===== src/rtl/uart_rx_oversampled_if.sv =====
// Receive-side word handshake between the oversampled UART RX and its consumer.
// The receiver drives the word and its error flags; the consumer drives rx_ready.
interface uart_rx_oversampled_if #(
  parameter int WORD_LENGHT = 8
);
  logic [WORD_LENGHT-1:0] RX_out;
  logic                   rx_valid;
  logic                   rx_ready;
  logic                   parity_error;
  logic                   framing_error;
  logic                   overrun;

  modport master (
    output RX_out,
    output rx_valid,
    output parity_error,
    output framing_error,
    output overrun,
    input  rx_ready
  );

  modport slave (
    input  RX_out,
    input  rx_valid,
    input  parity_error,
    input  framing_error,
    input  overrun,
    output rx_ready
  );
endinterface


===== src/rtl/uart_rx_oversampled.sv =====
// Oversampling UART receiver: start qualification, mid-bit sampling,
// optional parity, 1/2 stop bits, valid/ready output register.
module uart_rx_oversampled #(
  parameter int WORD_LENGHT = 8,
  parameter int FREQUENCY   = 50000000,
  parameter int BAUDRATE    = 9600,
  parameter int OVERSAMPLE  = 16,
  parameter int PARITY      = 0,
  parameter int STOP_BITS   = 1
) (
  input  logic clk,
  input  logic rst,
  input  logic RX_in,
  output logic busy,
  uart_rx_oversampled_if.master rx
);
  localparam int DIV = FREQUENCY / (BAUDRATE * OVERSAMPLE);
  localparam int DW  = (DIV > 1) ? $clog2(DIV) : 1;
  localparam int SW  = $clog2(OVERSAMPLE);
  localparam logic [DW-1:0] DIV_LAST = DW'(DIV - 1);
  localparam logic [SW-1:0] SC_HALF  = SW'(OVERSAMPLE / 2 - 1);
  localparam logic [SW-1:0] SC_LAST  = SW'(OVERSAMPLE - 1);
  localparam logic [3:0]    BC_DATA  = 4'(WORD_LENGHT - 1);
  localparam logic [3:0]    BC_STOP  = 4'(STOP_BITS - 1);
  localparam logic          PAR_ODD  = (PARITY == 1);

  typedef enum logic [2:0] {
    S_IDLE, S_START, S_DATA, S_PARITY, S_STOP, S_BREAK
  } state_t;

  state_t state, state_n;
  logic [DW-1:0] div_cnt;
  logic tick;
  logic rx_meta, rxs;
  logic [SW-1:0] sc, sc_n;
  logic [3:0] bc, bc_n;
  logic [WORD_LENGHT-1:0] sh, sh_n;
  logic perr, perr_n;
  logic ferr, ferr_n;
  logic done;

  assign tick = (div_cnt == DIV_LAST);

  always_ff @(posedge clk) begin
    if (!rst) begin
      div_cnt <= '0;
      rx_meta <= 1'b1;
      rxs     <= 1'b1;
    end else begin
      div_cnt <= tick ? '0 : div_cnt + 1'b1;
      rx_meta <= RX_in;
      rxs     <= rx_meta;
    end
  end

  always_comb begin
    state_n = state;
    sc_n    = sc;
    bc_n    = bc;
    sh_n    = sh;
    perr_n  = perr;
    ferr_n  = ferr;
    done    = 1'b0;
    if (tick) begin
      unique case (state)
        S_IDLE: begin
          if (!rxs) begin
            state_n = S_START;
            sc_n    = '0;
          end
        end
        S_START: begin
          if (sc == SC_HALF) begin
            sc_n    = '0;
            bc_n    = '0;
            perr_n  = 1'b0;
            ferr_n  = 1'b0;
            state_n = rxs ? S_IDLE : S_DATA;
          end else begin
            sc_n = sc + 1'b1;
          end
        end
        S_DATA: begin
          if (sc == SC_LAST) begin
            sc_n = '0;
            sh_n = {rxs, sh[WORD_LENGHT-1:1]};
            bc_n = bc + 1'b1;
            if (bc == BC_DATA) begin
              bc_n    = '0;
              state_n = (PARITY != 0) ? S_PARITY : S_STOP;
            end
          end else begin
            sc_n = sc + 1'b1;
          end
        end
        S_PARITY: begin
          if (sc == SC_LAST) begin
            sc_n    = '0;
            perr_n  = (^sh) ^ rxs ^ PAR_ODD;
            state_n = S_STOP;
          end else begin
            sc_n = sc + 1'b1;
          end
        end
        S_STOP: begin
          if (sc == SC_LAST) begin
            sc_n = '0;
            if (!rxs) ferr_n = 1'b1;
            if (bc == BC_STOP) begin
              done    = 1'b1;
              state_n = rxs ? S_IDLE : S_BREAK;
            end else begin
              bc_n = bc + 1'b1;
            end
          end else begin
            sc_n = sc + 1'b1;
          end
        end
        S_BREAK: begin
          if (rxs) state_n = S_IDLE;
        end
        default: state_n = S_IDLE;
      endcase
    end
  end

  always_ff @(posedge clk) begin
    if (!rst) begin
      state <= S_IDLE;
      sc    <= '0;
      bc    <= '0;
      sh    <= '0;
      perr  <= 1'b0;
      ferr  <= 1'b0;
      busy  <= 1'b0;
    end else begin
      state <= state_n;
      sc    <= sc_n;
      bc    <= bc_n;
      sh    <= sh_n;
      perr  <= perr_n;
      ferr  <= ferr_n;
      busy  <= (state_n != S_IDLE);
    end
  end

  // A completed frame may replace the held word only if it is leaving now.
  always_ff @(posedge clk) begin
    if (!rst) begin
      rx.RX_out        <= '0;
      rx.rx_valid      <= 1'b0;
      rx.parity_error  <= 1'b0;
      rx.framing_error <= 1'b0;
      rx.overrun       <= 1'b0;
    end else if (done) begin
      if (!rx.rx_valid || rx.rx_ready) begin
        rx.RX_out        <= sh_n;
        rx.parity_error  <= perr_n;
        rx.framing_error <= ferr_n;
        rx.rx_valid      <= 1'b1;
        rx.overrun       <= 1'b0;
      end else begin
        rx.overrun <= 1'b1;
      end
    end else if (rx.rx_valid && rx.rx_ready) begin
      rx.rx_valid      <= 1'b0;
      rx.overrun       <= 1'b0;
      rx.parity_error  <= 1'b0;
      rx.framing_error <= 1'b0;
    end
  end
endmodule


===== src/flat_wrapper.sv =====
// flat-port wrapper written by rule: the top's interface ports become plain ports
module uart_rx_oversampled_flat 
#(
  parameter int WORD_LENGHT = 8,
  parameter int FREQUENCY   = 50000000,
  parameter int BAUDRATE    = 9600,
  parameter int OVERSAMPLE  = 16,
  parameter int PARITY      = 0,
  parameter int STOP_BITS   = 1
)
  (clk, rst, RX_in, busy, rx_RX_out, rx_rx_valid, rx_parity_error, rx_framing_error, rx_overrun, rx_rx_ready);
  uart_rx_oversampled_if #(.WORD_LENGHT(WORD_LENGHT)) rx_i ();
  input  logic clk;
  input  logic rst;
  input  logic RX_in;
  output logic busy;
  output wire logic [$bits(rx_i.RX_out)-1:0] rx_RX_out;
  output wire logic [$bits(rx_i.rx_valid)-1:0] rx_rx_valid;
  output wire logic [$bits(rx_i.parity_error)-1:0] rx_parity_error;
  output wire logic [$bits(rx_i.framing_error)-1:0] rx_framing_error;
  output wire logic [$bits(rx_i.overrun)-1:0] rx_overrun;
  input wire logic [$bits(rx_i.rx_ready)-1:0] rx_rx_ready;
  assign rx_RX_out = rx_i.RX_out;
  assign rx_rx_valid = rx_i.rx_valid;
  assign rx_parity_error = rx_i.parity_error;
  assign rx_framing_error = rx_i.framing_error;
  assign rx_overrun = rx_i.overrun;
  assign rx_i.rx_ready = rx_rx_ready;
  uart_rx_oversampled #(.WORD_LENGHT(WORD_LENGHT), .FREQUENCY(FREQUENCY), .BAUDRATE(BAUDRATE), .OVERSAMPLE(OVERSAMPLE), .PARITY(PARITY), .STOP_BITS(STOP_BITS)) u_core (.clk(clk), .rst(rst), .RX_in(RX_in), .busy(busy), .rx(rx_i));
endmodule

===== config.mk =====
export PLATFORM = sky130hd
export DESIGN_NAME = uart_rx_oversampled_flat
export DESIGN_NICKNAME = d
export VERILOG_FILES = /design/src/rtl/uart_rx_oversampled_if.sv /design/src/rtl/uart_rx_oversampled.sv /design/src/flat_wrapper.sv
export SDC_FILE = /design/constraint.sdc
export NUM_CORES = 1
export LEC_CHECK = 0
export ABC_AREA = 1
export BUFFER_PORTS_ARGS = -buffer_cell sky130_fd_sc_hd__buf_2
export CORE_AREA = 2 2 64 79
export CTS_CLUSTER_SIZE = 12
export DETAILED_ROUTE_END_ITERATION = 6
export DIE_AREA = 0 0 66 81
export PLACE_DENSITY = 0.81
export RECOVER_POWER = 50
export SKIP_LAST_GASP = 1
export SLEW_MARGIN = 20
export SYNTH_ARGS = -nofsm -noshare
export SYNTH_HDL_FRONTEND = slang
export SYNTH_SLANG_ARGS = --single-unit

===== constraint.sdc =====
create_clock -name clk -period 3.8 [get_ports clk]
set_clock_uncertainty 0.05 [all_clocks]
set_input_delay 0.19 -clock clk [delete_from_list [all_inputs] [get_ports clk]]
set_output_delay 0.19 -clock clk [all_outputs]
set_load 0.02 [all_outputs]

### Word-level counts from Yosys, hierarchy flattened

Cells that the tools add are included.

* logic and storage cells: 98
* flip-flop bits (word level): 45
* input bits: 4
* output and inout bits: 13

* mux-type cells: 47
* $add $sub $neg: 3
* bitwise logic cells: 2
* reduce and logical (&&, ||, !) cells: 16
* equal/unequal tests: 15

Operator list (count)
* $mux 4: 8
* $mux 3: 10
* $mux 8: 3
* $pmux 4 s3: 2
* $mux 1: 20
* $pmux 3 s6: 1
* $add 9x1->9 const B: 1
* $eq 9x9->1 const B: 1
* $reduce_bool 3->1: 3
* $add 4x1->4 const B: 2
* $eq 4x3->1 const B: 2
* $reduce_xor 8->1: 1
* $eq 3x2->1 const B: 2
* $eq 3x3->1 const B: 2
* $ne 2x1->1 const B: 3
* $ne 2x2->1 const B: 3
* $reduce_and 6->1: 1
* $eq 4x4->1 const B: 1
* $logic_not 4->1: 1
* $pmux 1 s2: 2
* $reduce_and 2->1: 2
* $eq 3x1->1 const B: 1
* $logic_not 3->1: 1
* $reduce_and 3->1: 1
* 9 further kinds: 9

### Logic depth before layout (Yosys ltp)

* word-level depth: 7
* mapped depth: 12
* depth with buffers taken out: 12

### Worst setup path after synthesis

OpenSTA, ideal clock, no wires.

* kind: register -> register
* from: reg u_core.sc[1]
* to: reg u_core.busy
* setup slack: 2.204 ns
* stages on the path, launching flop included: 11
* buffers on the path: 0
* library setup time: 0.128 ns
* clock period less this slack: 1.596 ns
* arrival: 1.418 ns
* data required time: 3.622 ns
* cells stage by stage: dfxtp_1 > ha_1 > nand2_2 > nor2_8 > inv_1 > nand2_1 > nand3b_1 > o21ai_0 > nand3_1 > nor2_1 > nor2_1

* word-level cells in the longest chain between the ends: 5
* elaborated cells on any way between the ends: 9
* classes of those cells: eq/ne: 2; mux: 6; reduce/logical: 1

Ends and longest elaborated chain
* start, declared: line uart_rx_oversampled.sv:35 `logic [SW-1:0] sc, sc_n;`
* start signal, assigned: line uart_rx_oversampled.sv:138 `sc <= sc_n;`
* $eq 4x4->1 / $eq 4x3->1 (equally long branches)
* $mux 3, on equally long branches
* $pmux 3 s6 *: line uart_rx_oversampled.sv:65 `unique case (state)`
* $mux 3 *: line uart_rx_oversampled.sv:64 `if (tick) begin`
* $reduce_bool 3->1 *: line uart_rx_oversampled.sv:143 `busy <= (state_n != S_IDLE);`
* end signal, assigned: line uart_rx_oversampled.sv:143
* end, declared: line uart_rx_oversampled.sv:14 `output logic busy,`

Every way passes the cells marked *; elsewhere a longest branch is shown, timed or not.
A chain may end at the register's enable or synchronous reset.

### Worst setup path after layout

* from: reg u_core.div_cnt[0]
* to: reg u_core.rx.RX_out[4]

* word-level cells in the longest chain between the ends: 3
* elaborated cells on any way between the ends: 4
* classes of those cells: eq/ne: 1; mux: 2; reduce/logical: 1

Ends and longest elaborated chain
* start, declared: line uart_rx_oversampled.sv:32 `logic [DW-1:0] div_cnt;`
* start signal, assigned: line uart_rx_oversampled.sv:50 `div_cnt <= tick ? '0 : div_cnt + 1'b1;`
* $eq 9x9->1 *: line uart_rx_oversampled.sv:42 `assign tick = (div_cnt == DIV_LAST);`
* $mux 1: line uart_rx_oversampled.sv:64
* $reduce_and 2->1 (no line)
* end signal, assigned: line uart_rx_oversampled.sv:157 `rx.RX_out <= sh_n;`
* end, declared: line uart_rx_oversampled_if.sv:14 `output RX_out,`

Marked as above.

==> impl_metrics.csv <==
group,metric,value,unit
power_and_ir_drop,peakVddDrop,0.2523,mV
timing,fmax,400.7,MHz
timing,min_period,2.496,ns
power_and_ir_drop,pwr_density_cell,332.9,mW/mm^2
cells_and_area,regArea,900.9,um^2
hold_path,min_path_cells,2,
global_route,grt_pass1_vias,1966,
clock_network,cts_inserted_buffers,5,
route,drt_wl_total,5151,um
global_route,grtUsageTotal,0.2076,
clock_network,cts.sinks,45,
timing,report.final.hold_viol_count,0,
worst_setup_path,worstPathCellList,"inv_1 -> ha_1 -> nand2_1 -> nor3_1 -> nand4_1 -> o211ai_1 -> a2bb2oi_1",
clock_network,cts.repair.resized,0,
worst_setup_path,crit_path_max_incr_delay,0.68,ns
placement,place_congestion,0.9380,
worst_setup_path,rr_endpoint,"u_core.rx.RX_out[4]",
power_and_ir_drop,leakage,0.001183,uW
route,drtIter0Drc,81,
worst_setup_path,rrSetupSlack,1.30,ns
placement,dpl.hpwl,4010,um
global_route,antenna_found_initial,0,
timing,rsz0062_at_grt,"false",
route,via_per_inst,5.158,
clock_network,holdBufCountCts,0,
die,core-area,0.004695,mm^2
worst_setup_path,critical-path-top-delay-family,"simple AND/OR/NAND/NOR gates",
timing,timing.slew.headroom,0.5259,
worst_setup_path,reg2reg_from,"u_core.div_cnt[0]",
die,row_count,28,
placement,placed_cell_area,0.002586,mm^2
cells_and_area,multiInputGateArea,0.001245,mm^2
worst_setup_path,crit_buf_inv,1,
yosys,synth_cells,331,
placement,portBuffers,16,
die,dieArea,0.005346,mm^2
die,fp.dieW,66,um
worst_setup_path,path_max_fanout,16,
route,drc_errors,0,
clock_network,cts_tree,"done",
worst_setup_path,critPathCaptureType,"register",
cells_and_area,n_fill_cell,467,
worst_setup_path,r2r_cells,7,
cells_and_area,layout-drive-gt1-share,0.1136,
timing,worst_pin_slew,0.7090,ns
global_route,grt_first_pass_wirelength,8618,um
route,antenna_left,0,
clock_network,cts_root_buf,"clkbuf_8",
hold_path,hold_end,"u_core.rx_meta",
yosys,synth_warnings,0,
clock_network,max-clock-path-buffers,2,
worst_setup_path,cp.required,3.93,ns
yosys,yosysUniqueCellTypes,37,
cells_and_area,stdcell_count,412,
clock_network,cts_setup_buffers,0,
hold_path,hold_start,"RX_in",
clock_network,cts.clk_slew.worst_paths,0.08,ns
yosys,yosysSeqAreaShare,0.3675,
flow_run,maxCapViolations,0,
worst_setup_path,crit_slowest_cell,"nand4_1",
cells_and_area,diodes,0,
timing,tns,0,ns
hold_path,hold_class,"input port to register",
worst_setup_path,cp_data_arrival_time,2.62,ns
cells_and_area,area_delta_synth_final,7.198,%
cells_and_area,design_area,0.002628,mm^2
worst_setup_path,criticalPathCategory,"register to register",
timing,drv_slew,0,
yosys,synth-seq-cells,45,
route,post_drt_wl_per_cell,12.50,um
route,num_vias,2125,
worst_setup_path,path_depth,7,
worst_setup_path,startpoint_type,"register",
status,run_status,"complete, no violations",
yosys,avgSynthCellArea,7.405,um^2
placement,dp.cells,404,
global_route,grt-ovfl-total,0,
die,pin_count,17,
timing,finalSetupViolations,0,
clock_network,clock_latency,0.30,ns
die,start_util,0.5221,
die,die_h,81,um
yosys,synth_area,0.002451,mm^2
timing,fin_crit_sh,0.6568,
cells_and_area,nNetsFinal,360,
global_route,grt_max_degree,17,
yosys,synth_nets,340,
route,drtPass1Iterations,4,
clock_network,h-tree-depth,2,
cells by family after synthesis:
logic type	count (synthesis)	share of synthesized area
buf+inv	62	0.1026
simple gates	168	0.3532
fa+ha+maj	5	0.02552
xor+xnor	4	0.01430
flops	45	0.3675
compound gates	47	0.1368
where the power goes:
group          switching (uW)  total, uW  internal (uW)
clock                     158        373            214
combinational            16.5       24.0           7.52
sequential               3.43        478            475
total                     178        875            697
stage by stage:
stage / total power, uW / hold WS (ns) / setup WS, ns / utilization
finish: 874.7 / 0.03198 / 1.304 / 0.5597
global route: 902.7 / 0.03749 / 1.080 / 0.5597
CTS: 881.6 / 0.03168 / 1.821 / 0.5757
detailed placement: 514.3 / 0.3373 / 1.843 / 0.5509
global placement: 513.6 / 0.3334 / 1.856 / 0.5509
floorplan: 507.1 / 0.2466 / 2.204 / -
layer usage:
metal  vias to the layer above  wire [um]  GRT usage  part of all wire
li1                       1104          -          -                 -
met1                       970       2222     0.2369              0.43
met2                        40       2627     0.3778              0.51
met3                        11        145    0.03463             0.028
met4                         0        155    0.08980             0.030
met5                         -          0          0                 0
worst reg2reg max path, delay by kind of cell (launching register included):
family	cells	cell delay, ns
AO/OA/AOI/OAI	2	0.63
adder cells (fa/ha/maj)	1	0.16
buffers and inverters	1	0.06
flip-flops	1	0.34
AND/OR/NAND/NOR	3	1.13
area by class of cell:
| cell class | instances | share of cell area |
|---|---|---|
| Clock buffer | 7 | 0.03286 |
| Inverter | 59 | 0.08667 |
| Clock inverter | 1 | 0.01143 |
| Sequential cell | 45 | 0.3429 |
| Timing Repair Buffer | 16 | 0.02381 |
| Multi-Input combinational cell | 224 | 0.4738 |
| Tap cell | 60 | 0.02857 |
cell usage after synthesis (all sizes together):
cell type | number | share of area
nand2 | 78 | 0.13
clkinv | 2 | 0.0071
ha | 5 | 0.026
nor4 | 2 | 0.0051
o211ai | 8 | 0.031
a211oi | 1 | 0.0031
nor3 | 12 | 0.036
a21boi | 2 | 0.0092
inv | 57 | 0.087
nand3 | 19 | 0.041
o21ai | 14 | 0.029
xnor2 | 1 | 0.0036
a21oi | 14 | 0.032
or2 | 2 | 0.0051
nand4 | 10 | 0.044
dfxtp | 45 | 0.37
clkbuf | 1 | 0.0015
buf | 2 | 0.0066
a2bb2oi | 8 | 0.034
nor2 | 43 | 0.086
nand3b | 2 | 0.0061
xor2 | 3 | 0.011
placed cells by master, fill, tap and decap left out, types with 2 or more instances in the layout:
cell | synthesis | layout
nand2_1 | 73 | 74
inv_1 | 49 | 49
dfxtp_1 | 45 | 45
nor2_1 | 37 | 38
nand3_1 | 18 | 18
clkbuf_1 | 1 | 15
a21oi_1 | 12 | 13
nor3_1 | 9 | 10
o21ai_0 | 9 | 9
inv_2 | 8 | 8
nand4_1 | 7 | 8
o211ai_1 | 5 | 7
a2bb2oi_1 | 6 | 6
clkbuf_8 | 0 | 6
o21ai_1 | 5 | 5
ha_1 | 5 | 5
nand2_4 | 3 | 3
nor2_4 | 4 | 3
xor2_1 | 3 | 3
nand4_4 | 3 | 2
nand3b_1 | 2 | 2
or2_2 | 2 | 2
nor4_1 | 2 | 2
a2bb2oi_2 | 2 | 2
buf_2 | 1 | 2
flip-flops by register name, indices dropped and copies added, names as in the netlist, 3 cells and up:
register,cells
u_core.bc,4
u_core.div_cnt,9
u_core.sh,8
u_core.sc,4
u_core.state,3
u_core.rx.RX_out,8
worst max-delay path by stage:
stage	start	to	slack, ns
6_report	u_core.div_cnt[0]	u_core.rx.RX_out[4]	1.30
5_1_grt	u_core.div_cnt[0]	u_core.rx.RX_out[4]	1.08
4_1_cts	u_core.sc[1]	u_core.busy	1.82
3_5_place_dp	u_core.sc[1]	u_core.busy	1.84
3_3_place_gp	u_core.sc[1]	u_core.busy	1.86
2_1_floorplan	u_core.sc[1]	u_core.busy	2.20
Note: power is estimated with default switching activity, not from simulation.
